===== src/rtl/qei_pkg.sv =====
// Shared definitions for the quadrature encoder front end.
// Latency: n/a (constants, types and a pure decode function).
// Backpressure: n/a.
package qei_pkg;

    // Quadrature states as {A,B}; the up direction walks S00->S01->S11->S10->S00.
    localparam logic [1:0] S00 = 2'b00;
    localparam logic [1:0] S01 = 2'b01;
    localparam logic [1:0] S11 = 2'b11;
    localparam logic [1:0] S10 = 2'b10;

    localparam int DEF_CNT_W    = 32;
    localparam int DEF_FILT_LEN = 4;

    typedef enum logic [1:0] {
        NONE    = 2'd0,
        UP      = 2'd1,
        DOWN    = 2'd2,
        ILLEGAL = 2'd3
    } dec_t;

    // 4x decode of one accepted {A,B} sample against the previous one.
    function automatic dec_t qei_decode(input logic [1:0] prev, input logic [1:0] cur);
        dec_t res;
        res = NONE;
        if (prev == cur) begin
            res = NONE;
        end else if ((prev ^ cur) == 2'b11) begin
            res = ILLEGAL;
        end else if ((prev == S00 && cur == S01) || (prev == S01 && cur == S11) ||
                     (prev == S11 && cur == S10) || (prev == S10 && cur == S00)) begin
            res = UP;
        end else begin
            res = DOWN;
        end
        return res;
    endfunction

endpackage


===== src/rtl/qei_decoder_if.sv =====
// Bundle of encoder pads, control strobes and decoder results.
// Latency: n/a (wiring only); slave = decoder, master = its controller/pads.
// Backpressure: none; all results are level registers or one-cycle pulses.
interface qei_decoder_if #(
    parameter int CNT_W = qei_pkg::DEF_CNT_W
);
    logic             qei_a;
    logic             qei_b;
    logic             qei_i;
    logic             enable;
    logic             dir_invert;
    logic             pos_load;
    logic [CNT_W-1:0] pos_load_val;
    logic             idx_clr_en;
    logic             err_clr;
    logic [CNT_W-1:0] position;
    logic [CNT_W-1:0] idx_position;
    logic             idx_event;
    logic             step_event;
    logic             dir;
    logic             err;
`ifdef QEI_VELOCITY_EN
    logic signed [15:0] velocity;
`endif

    modport master (
        output qei_a, qei_b, qei_i, enable, dir_invert, pos_load, pos_load_val,
               idx_clr_en, err_clr,
`ifdef QEI_VELOCITY_EN
        input  velocity,
`endif
        input  position, idx_position, idx_event, step_event, dir, err
    );

    modport slave (
        input  qei_a, qei_b, qei_i, enable, dir_invert, pos_load, pos_load_val,
               idx_clr_en, err_clr,
`ifdef QEI_VELOCITY_EN
        output velocity,
`endif
        output position, idx_position, idx_event, step_event, dir, err
    );

endinterface


===== src/rtl/qei_filter.sv =====
// Two-flop synchronizer plus debounce for one asynchronous encoder pad.
// Latency: pad change to o_level change is 2 + FILT_LEN sys_clk cycles.
// Backpressure: none; glitches shorter than FILT_LEN synchronized cycles vanish.
// Ports: sys_clk, sys_rst_n (async active-low), i_pad (raw pad), o_level (accepted level).
module qei_filter
    import qei_pkg::*;
#(
    parameter int FILT_LEN = DEF_FILT_LEN
) (
    input  logic sys_clk,
    input  logic sys_rst_n,
    input  logic i_pad,
    output logic o_level
);

    localparam int             CW   = $clog2(FILT_LEN);
    localparam logic [CW-1:0] LAST = CW'(FILT_LEN - 1);

    logic          r_sync1;
    logic          r_sync2;
    logic          r_level;
    logic [CW-1:0] r_cnt;

    always_ff @(posedge sys_clk or negedge sys_rst_n) begin
        if (!sys_rst_n) begin
            r_sync1 <= 1'b0;
            r_sync2 <= 1'b0;
            r_level <= 1'b0;
            r_cnt   <= '0;
        end else begin
            r_sync1 <= i_pad;
            r_sync2 <= r_sync1;
            // Count consecutive samples disagreeing with the accepted level;
            // any agreeing sample restarts the qualification window.
            if (r_sync2 != r_level) begin
                if (r_cnt == LAST) begin
                    r_level <= r_sync2;
                    r_cnt   <= '0;
                end else begin
                    r_cnt <= r_cnt + CW'(1);
                end
            end else begin
                r_cnt <= '0;
            end
        end
    end

    assign o_level = r_level;

endmodule


===== src/rtl/qei_decoder.sv =====
// Quadrature encoder front end: filtered 4x decode into a signed position counter with index capture.
// Latency: pad edge to position/step_event update is 2 + FILT_LEN + 1 cycles.
// Backpressure: none; pos_load/err_clr are one-cycle strobes. Optional QEI_VELOCITY_EN adds velocity output.
// Ports: sys_clk, sys_rst_n (async active-low), bus (qei_decoder_if.slave: pads, controls, results).
// bus CNT_W must equal this module's CNT_W.
module qei_decoder
    import qei_pkg::*;
#(
    parameter int CNT_W    = DEF_CNT_W,
    parameter int FILT_LEN = DEF_FILT_LEN
`ifdef QEI_VELOCITY_EN
    , parameter int VEL_PERIOD = 1000
`endif
) (
    input  logic          sys_clk,
    input  logic          sys_rst_n,
    qei_decoder_if.slave  bus
);

    logic w_a;
    logic w_b;
    logic w_i;

    qei_filter #(.FILT_LEN(FILT_LEN)) u_filt_a (
        .sys_clk   (sys_clk),
        .sys_rst_n (sys_rst_n),
        .i_pad     (bus.qei_a),
        .o_level   (w_a)
    );

    qei_filter #(.FILT_LEN(FILT_LEN)) u_filt_b (
        .sys_clk   (sys_clk),
        .sys_rst_n (sys_rst_n),
        .i_pad     (bus.qei_b),
        .o_level   (w_b)
    );

    qei_filter #(.FILT_LEN(FILT_LEN)) u_filt_i (
        .sys_clk   (sys_clk),
        .sys_rst_n (sys_rst_n),
        .i_pad     (bus.qei_i),
        .o_level   (w_i)
    );

    logic [1:0]       r_prev_ab;
    logic             r_prev_i;
    logic [CNT_W-1:0] r_pos;
    logic [CNT_W-1:0] r_idx_pos;
    logic             r_idx_evt;
    logic             r_step_evt;
    logic             r_dir;
    logic             r_err;

    dec_t             w_dec;
    logic             w_up;
    logic             w_dn;
    logic             w_count;
    logic             w_idx_hit;
    logic [CNT_W-1:0] w_cnt_val;
    logic [CNT_W-1:0] w_pos_next;

    assign w_dec = qei_decode(r_prev_ab, {w_a, w_b});

    // Direction after optional inversion; dir reports this, not the raw decode.
    assign w_up      = bus.dir_invert ? (w_dec == DOWN) : (w_dec == UP);
    assign w_dn      = bus.dir_invert ? (w_dec == UP)   : (w_dec == DOWN);
    assign w_count   = bus.enable & (w_up | w_dn);
    assign w_idx_hit = bus.enable & w_i & ~r_prev_i;

    // Count result alone; this is also what the index capture latches.
    assign w_cnt_val = w_count ? (w_up ? r_pos + CNT_W'(1) : r_pos - CNT_W'(1)) : r_pos;

    // Position priority: load over index clear over count.
    always_comb begin
        w_pos_next = w_cnt_val;
        if (w_idx_hit && bus.idx_clr_en) begin
            w_pos_next = '0;
        end
        if (bus.pos_load) begin
            w_pos_next = bus.pos_load_val;
        end
    end

    always_ff @(posedge sys_clk or negedge sys_rst_n) begin
        if (!sys_rst_n) begin
            r_prev_ab  <= S00;
            r_prev_i   <= 1'b0;
            r_pos      <= '0;
            r_idx_pos  <= '0;
            r_idx_evt  <= 1'b0;
            r_step_evt <= 1'b0;
            r_dir      <= 1'b0;
            r_err      <= 1'b0;
        end else begin
            // Previous-state regs track even while disabled so re-enabling
            // does not produce a spurious step.
            r_prev_ab  <= {w_a, w_b};
            r_prev_i   <= w_i;
            r_pos      <= w_pos_next;
            r_idx_evt  <= w_idx_hit;
            r_step_evt <= w_count;
            if (w_idx_hit) begin
                r_idx_pos <= w_cnt_val;
            end
            if (w_count) begin
                r_dir <= w_up;
            end
            // A new illegal transition beats a simultaneous clear.
            r_err <= (w_dec == ILLEGAL) | (r_err & ~bus.err_clr);
        end
    end

    assign bus.position     = r_pos;
    assign bus.idx_position = r_idx_pos;
    assign bus.idx_event    = r_idx_evt;
    assign bus.step_event   = r_step_evt;
    assign bus.dir          = r_dir;
    assign bus.err          = r_err;

`ifdef QEI_VELOCITY_EN
    // Net signed steps per VEL_PERIOD window, saturated to +/-32767.
    logic [31:0]        r_vel_tick;
    logic signed [31:0] r_vel_acc;
    logic signed [15:0] r_velocity;
    logic signed [31:0] w_delta;
    logic signed [31:0] w_acc_sum;
    logic signed [15:0] w_vel_sat;

    assign w_delta   = w_count ? (w_up ? 32'sd1 : -32'sd1) : 32'sd0;
    assign w_acc_sum = r_vel_acc + w_delta;

    always_comb begin
        w_vel_sat = w_acc_sum[15:0];
        if (w_acc_sum > 32'sd32767) begin
            w_vel_sat = 16'sd32767;
        end else if (w_acc_sum < -32'sd32767) begin
            w_vel_sat = -16'sd32767;
        end
    end

    always_ff @(posedge sys_clk or negedge sys_rst_n) begin
        if (!sys_rst_n) begin
            r_vel_tick <= '0;
            r_vel_acc  <= '0;
            r_velocity <= '0;
        end else if (r_vel_tick == 32'(VEL_PERIOD - 1)) begin
            r_vel_tick <= '0;
            r_vel_acc  <= '0;
            r_velocity <= w_vel_sat;
        end else begin
            r_vel_tick <= r_vel_tick + 32'd1;
            r_vel_acc  <= w_acc_sum;
        end
    end

    assign bus.velocity = r_velocity;
`endif

endmodule


===== src/flat_wrapper.sv =====
// flat-port wrapper written by rule: the top's interface ports become plain ports
module qei_decoder_flat import qei_pkg::*;
#(
    parameter int CNT_W    = DEF_CNT_W,
    parameter int FILT_LEN = DEF_FILT_LEN

)
  (sys_clk, sys_rst_n, bus_qei_a, bus_qei_b, bus_qei_i, bus_enable, bus_dir_invert, bus_pos_load, bus_pos_load_val, bus_idx_clr_en, bus_err_clr, bus_position, bus_idx_position, bus_idx_event, bus_step_event, bus_dir, bus_err);
  qei_decoder_if #(.CNT_W(CNT_W)) bus_i ();
  input  logic sys_clk;
  input  logic sys_rst_n;
  input wire logic [$bits(bus_i.qei_a)-1:0] bus_qei_a;
  input wire logic [$bits(bus_i.qei_b)-1:0] bus_qei_b;
  input wire logic [$bits(bus_i.qei_i)-1:0] bus_qei_i;
  input wire logic [$bits(bus_i.enable)-1:0] bus_enable;
  input wire logic [$bits(bus_i.dir_invert)-1:0] bus_dir_invert;
  input wire logic [$bits(bus_i.pos_load)-1:0] bus_pos_load;
  input wire logic [$bits(bus_i.pos_load_val)-1:0] bus_pos_load_val;
  input wire logic [$bits(bus_i.idx_clr_en)-1:0] bus_idx_clr_en;
  input wire logic [$bits(bus_i.err_clr)-1:0] bus_err_clr;
  output wire logic [$bits(bus_i.position)-1:0] bus_position;
  output wire logic [$bits(bus_i.idx_position)-1:0] bus_idx_position;
  output wire logic [$bits(bus_i.idx_event)-1:0] bus_idx_event;
  output wire logic [$bits(bus_i.step_event)-1:0] bus_step_event;
  output wire logic [$bits(bus_i.dir)-1:0] bus_dir;
  output wire logic [$bits(bus_i.err)-1:0] bus_err;
  assign bus_i.qei_a = bus_qei_a;
  assign bus_i.qei_b = bus_qei_b;
  assign bus_i.qei_i = bus_qei_i;
  assign bus_i.enable = bus_enable;
  assign bus_i.dir_invert = bus_dir_invert;
  assign bus_i.pos_load = bus_pos_load;
  assign bus_i.pos_load_val = bus_pos_load_val;
  assign bus_i.idx_clr_en = bus_idx_clr_en;
  assign bus_i.err_clr = bus_err_clr;
  assign bus_position = bus_i.position;
  assign bus_idx_position = bus_i.idx_position;
  assign bus_idx_event = bus_i.idx_event;
  assign bus_step_event = bus_i.step_event;
  assign bus_dir = bus_i.dir;
  assign bus_err = bus_i.err;
  qei_decoder #(.CNT_W(CNT_W), .FILT_LEN(FILT_LEN)) u_core (.sys_clk(sys_clk), .sys_rst_n(sys_rst_n), .bus(bus_i));
endmodule

===== config.mk =====
export PLATFORM = sky130hd
export DESIGN_NAME = qei_decoder_flat
export DESIGN_NICKNAME = d
export VERILOG_FILES = /design/src/rtl/qei_pkg.sv /design/src/rtl/qei_decoder_if.sv /design/src/rtl/qei_filter.sv /design/src/rtl/qei_decoder.sv /design/src/flat_wrapper.sv
export SDC_FILE = /design/constraint.sdc
export NUM_CORES = 1
export LEC_CHECK = 0
export ABC_AREA = 1
export ABC_CLOCK_PERIOD_IN_PS = 2600
export CAP_MARGIN = 30
export CORE_MARGIN = 2
export CORE_UTILIZATION = 40
export CTS_CLUSTER_DIAMETER = 150
export DETAILED_ROUTE_END_ITERATION = 8
export DONT_BUFFER_PORTS = 1
export GPL_ROUTABILITY_DRIVEN = 0
export PLACE_DENSITY_LB_ADDON = 0.2
export SYNTH_ARGS = -nofsm -noshare
export SYNTH_HDL_FRONTEND = slang
export SYNTH_SLANG_ARGS = --single-unit
export TNS_END_PERCENT = 100

===== constraint.sdc =====
create_clock -name sys_clk -period 2.6 [get_ports sys_clk]
set_input_delay 0.39 -clock sys_clk [delete_from_list [all_inputs] [get_ports sys_clk]]
set_output_delay 0.39 -clock sys_clk [all_outputs]
set_load 0.03 [all_outputs]

Yosys cells after proc, flatten, opt, wreduce, memory -nomap -nowiden
Index checks and enable logic that the tools add are counted.

Add/subtract/negate cells: 5. Bitwise logic cells: 9. Reduce and logical (&&, ||, !) cells: 13. Multiplexer cells: 15. Equal/unequal tests: 17.

Operators with widths (count): $mux W32 (4); $add A32 B1 Y32 const B (1); $sub A32 B1 Y32 const B (1); $eq A2 B2 Y1 const B (10); $mux W2 (9); $add A2 B1 Y2 const B (3); $eq A2 B1 Y1 const B (3); $reduce_and A2 Y1 (3); $logic_and A1 B1 Y1 (5); $and A1 B1 Y1 (4); $logic_not A2 Y1 (2); $logic_or A1 B1 Y1 (3); $ne A1 B1 Y1 (3); $eq A2 B2 Y1 (1); $mux W1 (2); $not A1 Y1 (2); $or A1 B1 Y1 (2); $xor A2 B2 Y2 (1).

Word-level logic and storage cells: 79. Register bits: 86.

Logic depth before layout (Yosys ltp)
Depth in word-level cells: 15. Depth in mapped cells: 22.

Hierarchy
From an unflattened synthesis, not the netlist that was laid out.

Cell total of the unflattened synthesis: 847. Area total of the unflattened synthesis: 5992.0 µm².

By module, submodules not included: qei_decoder (times used 1, cells an instance 796, area an instance 5444.0 µm²); qei_filter (times used 3, cells an instance 17, area an instance 182.7 µm²).

Worst setup path after synthesis
OpenSTA, ideal clock, no wires.

Path kind: register to register. Start: register u_core.u_filt_b.r_level, in the netlist u_core.u_filt_b.o_level. End: register u_core.r_idx_pos[16], in the netlist u_core.bus.idx_position[16]. Data required time: 2.482 ns. Setup time: 0.118 ns. Buffers on the path: 1. Arrival: 2.267 ns. Clock period less this slack: 2.385 ns. Stages on the path, launching flop included: 23. Slack: 0.215 ns. Cell sequence: dfrtp_1 -> inv_1 -> nand2_1 -> nand2_2 -> nand3b_4 -> nand2_4 -> buf_6 -> nand2_1 -> nand2_1 -> inv_1 -> ha_1 -> inv_1 -> nand2_1 -> nand2_2 -> nand3_2 -> nand2_1 -> nand2_2 -> nand2_1 -> nand2_1 -> nand2_1 -> nand3_1 -> nand3_1 -> nand2_1.

Longest elaborated chain between the ends: 13.

RTL lines: start, declared (RTL line qei_filter.sv:21) `logic r_level;`; start signal, assigned (RTL line qei_filter.sv:37) `r_level <= r_sync2;`; $eq A2 B1 Y1 or $eq A2 B2 Y1 (tied branches) (RTL line qei_pkg.sv:30) `end else if ((prev == S00 && cur == S01) || (prev == S01 && cur == S11) ||`; $logic_and A1 B1 Y1 (RTL line qei_pkg.sv:30); $logic_or A1 B1 Y1 (2 in series) (RTL line qei_pkg.sv:30); $logic_or A1 B1 Y1 (RTL line qei_pkg.sv:31) `(prev == S11 && cur == S10) || (prev == S10 && cur == S00)) begin`; $mux W2 (RTL line qei_pkg.sv:30); $mux W2 (RTL line qei_pkg.sv:28) `end else if ((prev ^ cur) == 2'b11) begin`; $mux W2 (*) (RTL line qei_pkg.sv:26) `if (prev == cur) begin`; $eq A2 B1 Y1 or $eq A2 B2 Y1 (tied branches) (RTL line qei_decoder.sv:65, qei_decoder.sv:66); $mux W1, on equally long branches (RTL line qei_decoder.sv:65, qei_decoder.sv:66); $or A1 B1 Y1 (RTL line qei_decoder.sv:67) `assign w_count = bus.enable & (w_up | w_dn);`; $and A1 B1 Y1 (RTL line qei_decoder.sv:67); $mux W32 (*) (RTL line qei_decoder.sv:71) `assign w_cnt_val = w_count ? (w_up ? r_pos + CNT_W'(1) : r_pos - CNT_W'(1)) : r_pos;`; end signal, assigned (RTL line qei_decoder.sv:103) `r_idx_pos <= w_cnt_val;`; end, declared (RTL line qei_decoder.sv:48) `logic [CNT_W-1:0] r_idx_pos;`.

Every way passes the cells marked *; elsewhere a longest branch is shown, timed or not. A chain may end at the register's enable or synchronous reset.

Worst setup path in the final report
Start: register u_core.u_filt_b.r_level, in the netlist u_core.u_filt_b.o_level. End: register u_core.r_idx_pos[24], in the netlist u_core.bus.idx_position[24].

The elaborated chain is that of the path after synthesis.

==> metrics.log <==
[metrics] all-layer global routing usage: 23.6%
[metrics] global-route congestion overflow total: 0
[metrics] fin. max-slew vios: 0
[metrics] area of the multi-input gates: around 3900 um^2
[metrics] highest-delay cell along the critical path: sky130_fd_sc_hd__dfrtp_1
[metrics] first-pass iteration count of the detailed router: 6
[metrics] sum of net half-perimeters after detailed placement: about 14000 um
[metrics] proportion of layout cells with a drive suffix above 1: 29.9%
[metrics] Fill cells: 1355
[metrics] vias in the first global route: 5288
[metrics] sequential-to-total area share from yosys stat: 36.5%
[metrics] top fanout value on the critical path: 6
[metrics] area taken by flip-flops and latches: about 2200 um^2
[metrics] # Max-Cap Violations: 0
[metrics] Avg Vias per Cell: 5.41
[metrics] WP data arrival: 2770 ps
[metrics] Layout Area Growth over Synthesis: 28.5%
[metrics] Horiz. Die Dim: 125 um
[metrics] mean area per synthesized cell: 7.09 um^2
[metrics] maximum operating frequency: 396 MHz
[metrics] clock insertion delay at the later pin of the skew report: between 300 and 400 ps
[metrics] commonest non-fill, non-tap cell in the layout: sky130_fd_sc_hd__nand2_1
[metrics] final critical-path share of the clock period: about 100%
[metrics] number of buffer and inverter instances along the worst setup path: 2
[metrics] clock tree sinks: 86
[metrics] cell area after synthesis: approximately 5900 um^2
[metrics] result of the run: complete, no violations
[metrics] wire length per cell after detailed routing: 18.3 um
[metrics] number of placed cells counting well taps: 1024
[metrics] effective utilization at floorplan: 40.7%
[metrics] commonest cells after routing, fill and taps aside: 257 x sky130_fd_sc_hd__nand2_1, 86 x sky130_fd_sc_hd__dfrtp_1, 68 x sky130_fd_sc_hd__nand3_1, 66 x sky130_fd_sc_hd__inv_1, 54 x sky130_fd_sc_hd__buf_4
[metrics] violation count after the first detailed-route iteration: between 400 and 500
[metrics] transition time at the pin with the least slew margin: 903 ps
[metrics] Worst Skew: around 6.7 ps
[metrics] n_diodes: 0
[metrics] unrepaired setup endpoints after global routing: true
[metrics] count of mapped cells out of synthesis: 831
[metrics] number of buffers inserted during clock tree synthesis: 9
[metrics] class of the most critical hold timing path: in -> reg
[metrics] Slew HR: between 30% and 40%
[metrics] standard-cell rows: 44
[metrics] final worst slack: 73.7 ps
[metrics] portion of synthesized cell area occupied by the leading cell type: approximately 37%
[metrics] delay contributed by the slowest stage of the critical path: 420 ps
[metrics] core area: 14500 um^2
[metrics] non-filler cells, final: 1069
[metrics] Final Hold Viols: 0
[metrics] type of the setup path with the least slack: reg -> reg
[metrics] total number of H-tree levels: 3
[metrics] Unique masters post-synth: 40
[metrics] sort of element at the start of the critical path: flip-flop
[metrics] clock slew at the register clock pins of the worst setup and hold paths: ~60 ps
[metrics] CTS tree: done
[metrics] cell types with the largest area share after synthesis: sky130_fd_sc_hd__dfrtp_1 37%, sky130_fd_sc_hd__nand2_1 19%, sky130_fd_sc_hd__nand3_1 8.2%, sky130_fd_sc_hd__inv_1 4.7%, sky130_fd_sc_hd__o41ai_1 4.0%
[metrics] DRC violations left: 0
[metrics] kind of end point of the critical path: flip-flop
[metrics] total die area: 15700 um^2
[metrics] Min Hold Slack: 62.9 ps
[metrics] Most Frequent Cell on Critical Path: sky130_fd_sc_hd__nand2_1
[metrics] cell chain of the critical path: inv_2 -> nand2_1 -> nand2_2 -> nand3b_4 -> nand2_8 -> buf_8 -> nand2_1 -> nand2_4 -> nor2_4 -> nand2_4 -> nand3_4 -> nand2_4 -> nand2_4 -> nand3_2 -> nand2_1 -> nand2_1 -> nand3_2 -> nand3_2 -> nand2_1
[metrics] Setup TNS Final: 0 ps
[metrics] Total Nets Final: a little over 900
[metrics] synthesized flop and latch total: 86
[metrics] post-placement setup slack: 21.7 ps
[metrics] Routed WL: roughly 20000 um
[metrics] Bufs on Longest Clock Path: 2
[metrics] global-route wire length before repair: 29100 um
[metrics] number of I/O pins: 110
[metrics] synth warn: 0
[metrics] largest net degree at the start of global routing: 87
[metrics] count of port buffers added during placement: 0
[metrics] total number of vias: 5778
[metrics] endpoint required time on the critical path: 2840 ps
[metrics] antenna violations before repair: 0
[metrics] library cell used as clock root buffer: sky130_fd_sc_hd__clkbuf_16
[metrics] time the worst path needs with I/O delays and setup: 2530 ps
[metrics] count of nets left with antenna violations after detail routing: 0
[metrics] DIE HEIGHT: 125 um
[metrics] number of failing setup endpoints in the final timing report: 0
[metrics] cell type with the highest aggregate area in the netlist: sky130_fd_sc_hd__dfrtp_1
[metrics] Crit path max-delay family: simple AND/OR/NAND/NOR gates
[metrics] Mapped Nets: 877
flip-flops by register name, indices dropped and copies added, names as in the netlist, 2 cells and up:
name	cells
u_core.r_prev_ab	2
u_core.u_filt_i.r_cnt	2
u_core.bus.position	32
u_core.bus.idx_position	32
u_core.u_filt_b.r_cnt	2
u_core.u_filt_a.r_cnt	2
cells in the mapped netlist, drive strengths merged:
| cell type | number |
|---|---|
| o22ai | 1 |
| nand2 | 329 |
| dfrtp | 86 |
| inv | 79 |
| nand4 | 4 |
| clkbuf | 15 |
| nand3 | 99 |
| o21bai | 1 |
| and2 | 3 |
| buf | 16 |
| ha | 4 |
| nand3b | 8 |
| xor2 | 22 |
| nor3 | 5 |
| xnor2 | 15 |
| o21ai | 46 |
| nor2 | 59 |
| or2 | 2 |
| a21oi | 6 |
| o41ai | 27 |
| clkinv | 2 |
| o211ai | 2 |
cell type report:
| cell class | count | share of cell area (%) |
|---|---|---|
| multi-input cells | 634 | 51.9 |
| flip-flops and latches | 86 | 28.4 |
| repair buffers | 68 | 8.79 |
| inverters | 81 | 4.18 |
| well taps | 184 | 3.04 |
| clock buffers | 9 | 2.97 |
| clock inverters | 7 | 0.727 |
layer usage:
metal	up-vias	global-route usage (%)	routed length (um)
met2	217	35.1	8890
met3	30	5.61	1400
met5	-	0	0
met4	0	6.27	328
li1	2784	-	-
met1	2747	34.6	8970
path summary, 6_finish.rpt:
path                                         startpoint                          end  slack [ps]  depth (start not counted)
min in group asynchronous                     sys_rst_n       u_core.bus.position[0]         600                          2
max in group asynchronous                     sys_rst_n      u_core.bus.position[26]        1670                          2
worst min-delay path                          bus_qei_i      u_core.u_filt_i.r_sync1          60                          0
worst max-delay path            u_core.u_filt_b.o_level  u_core.bus.idx_position[24]          70                         19
worst max register to register  u_core.u_filt_b.o_level  u_core.bus.idx_position[24]          70                         19
worst min register to register  u_core.u_filt_i.r_sync1      u_core.u_filt_i.r_sync2         350                          0
through the flow:
stage | instance area, um^2 | utilization [%]
floorplan | 5890 | -
global route | 7570 | 52.3
global placement | 6280 | 43.3
finish | 7570 | 52.3
CTS | 6590 | 45.5
detailed placement | 6280 | 43.3
repair_timing:
action / in CTS / in global routing
endpoints found under the hold margin: 86 / 0
buffers inserted: 0 / 23
hold buffers: 2 / 0
setup endpoints to repair: 0 / 46
gates resized for setup: 0 / 170
kinds of logic (layout without fill, tap and decap cells):
kind of cell    Yosys count  count (layout)  synth area share [%]
compound gates           83              83                  9.04
flops                    86              86                  36.5
xor+xnor                 37              37                  6.58
buf+inv                 112             165                  8.24
simple gates            509             510                  38.8
fa+ha+maj                 4               4                 0.849
Power is not shown: default switching activity piles up to over one toggle a cycle in this logic, so the estimate is an artifact.
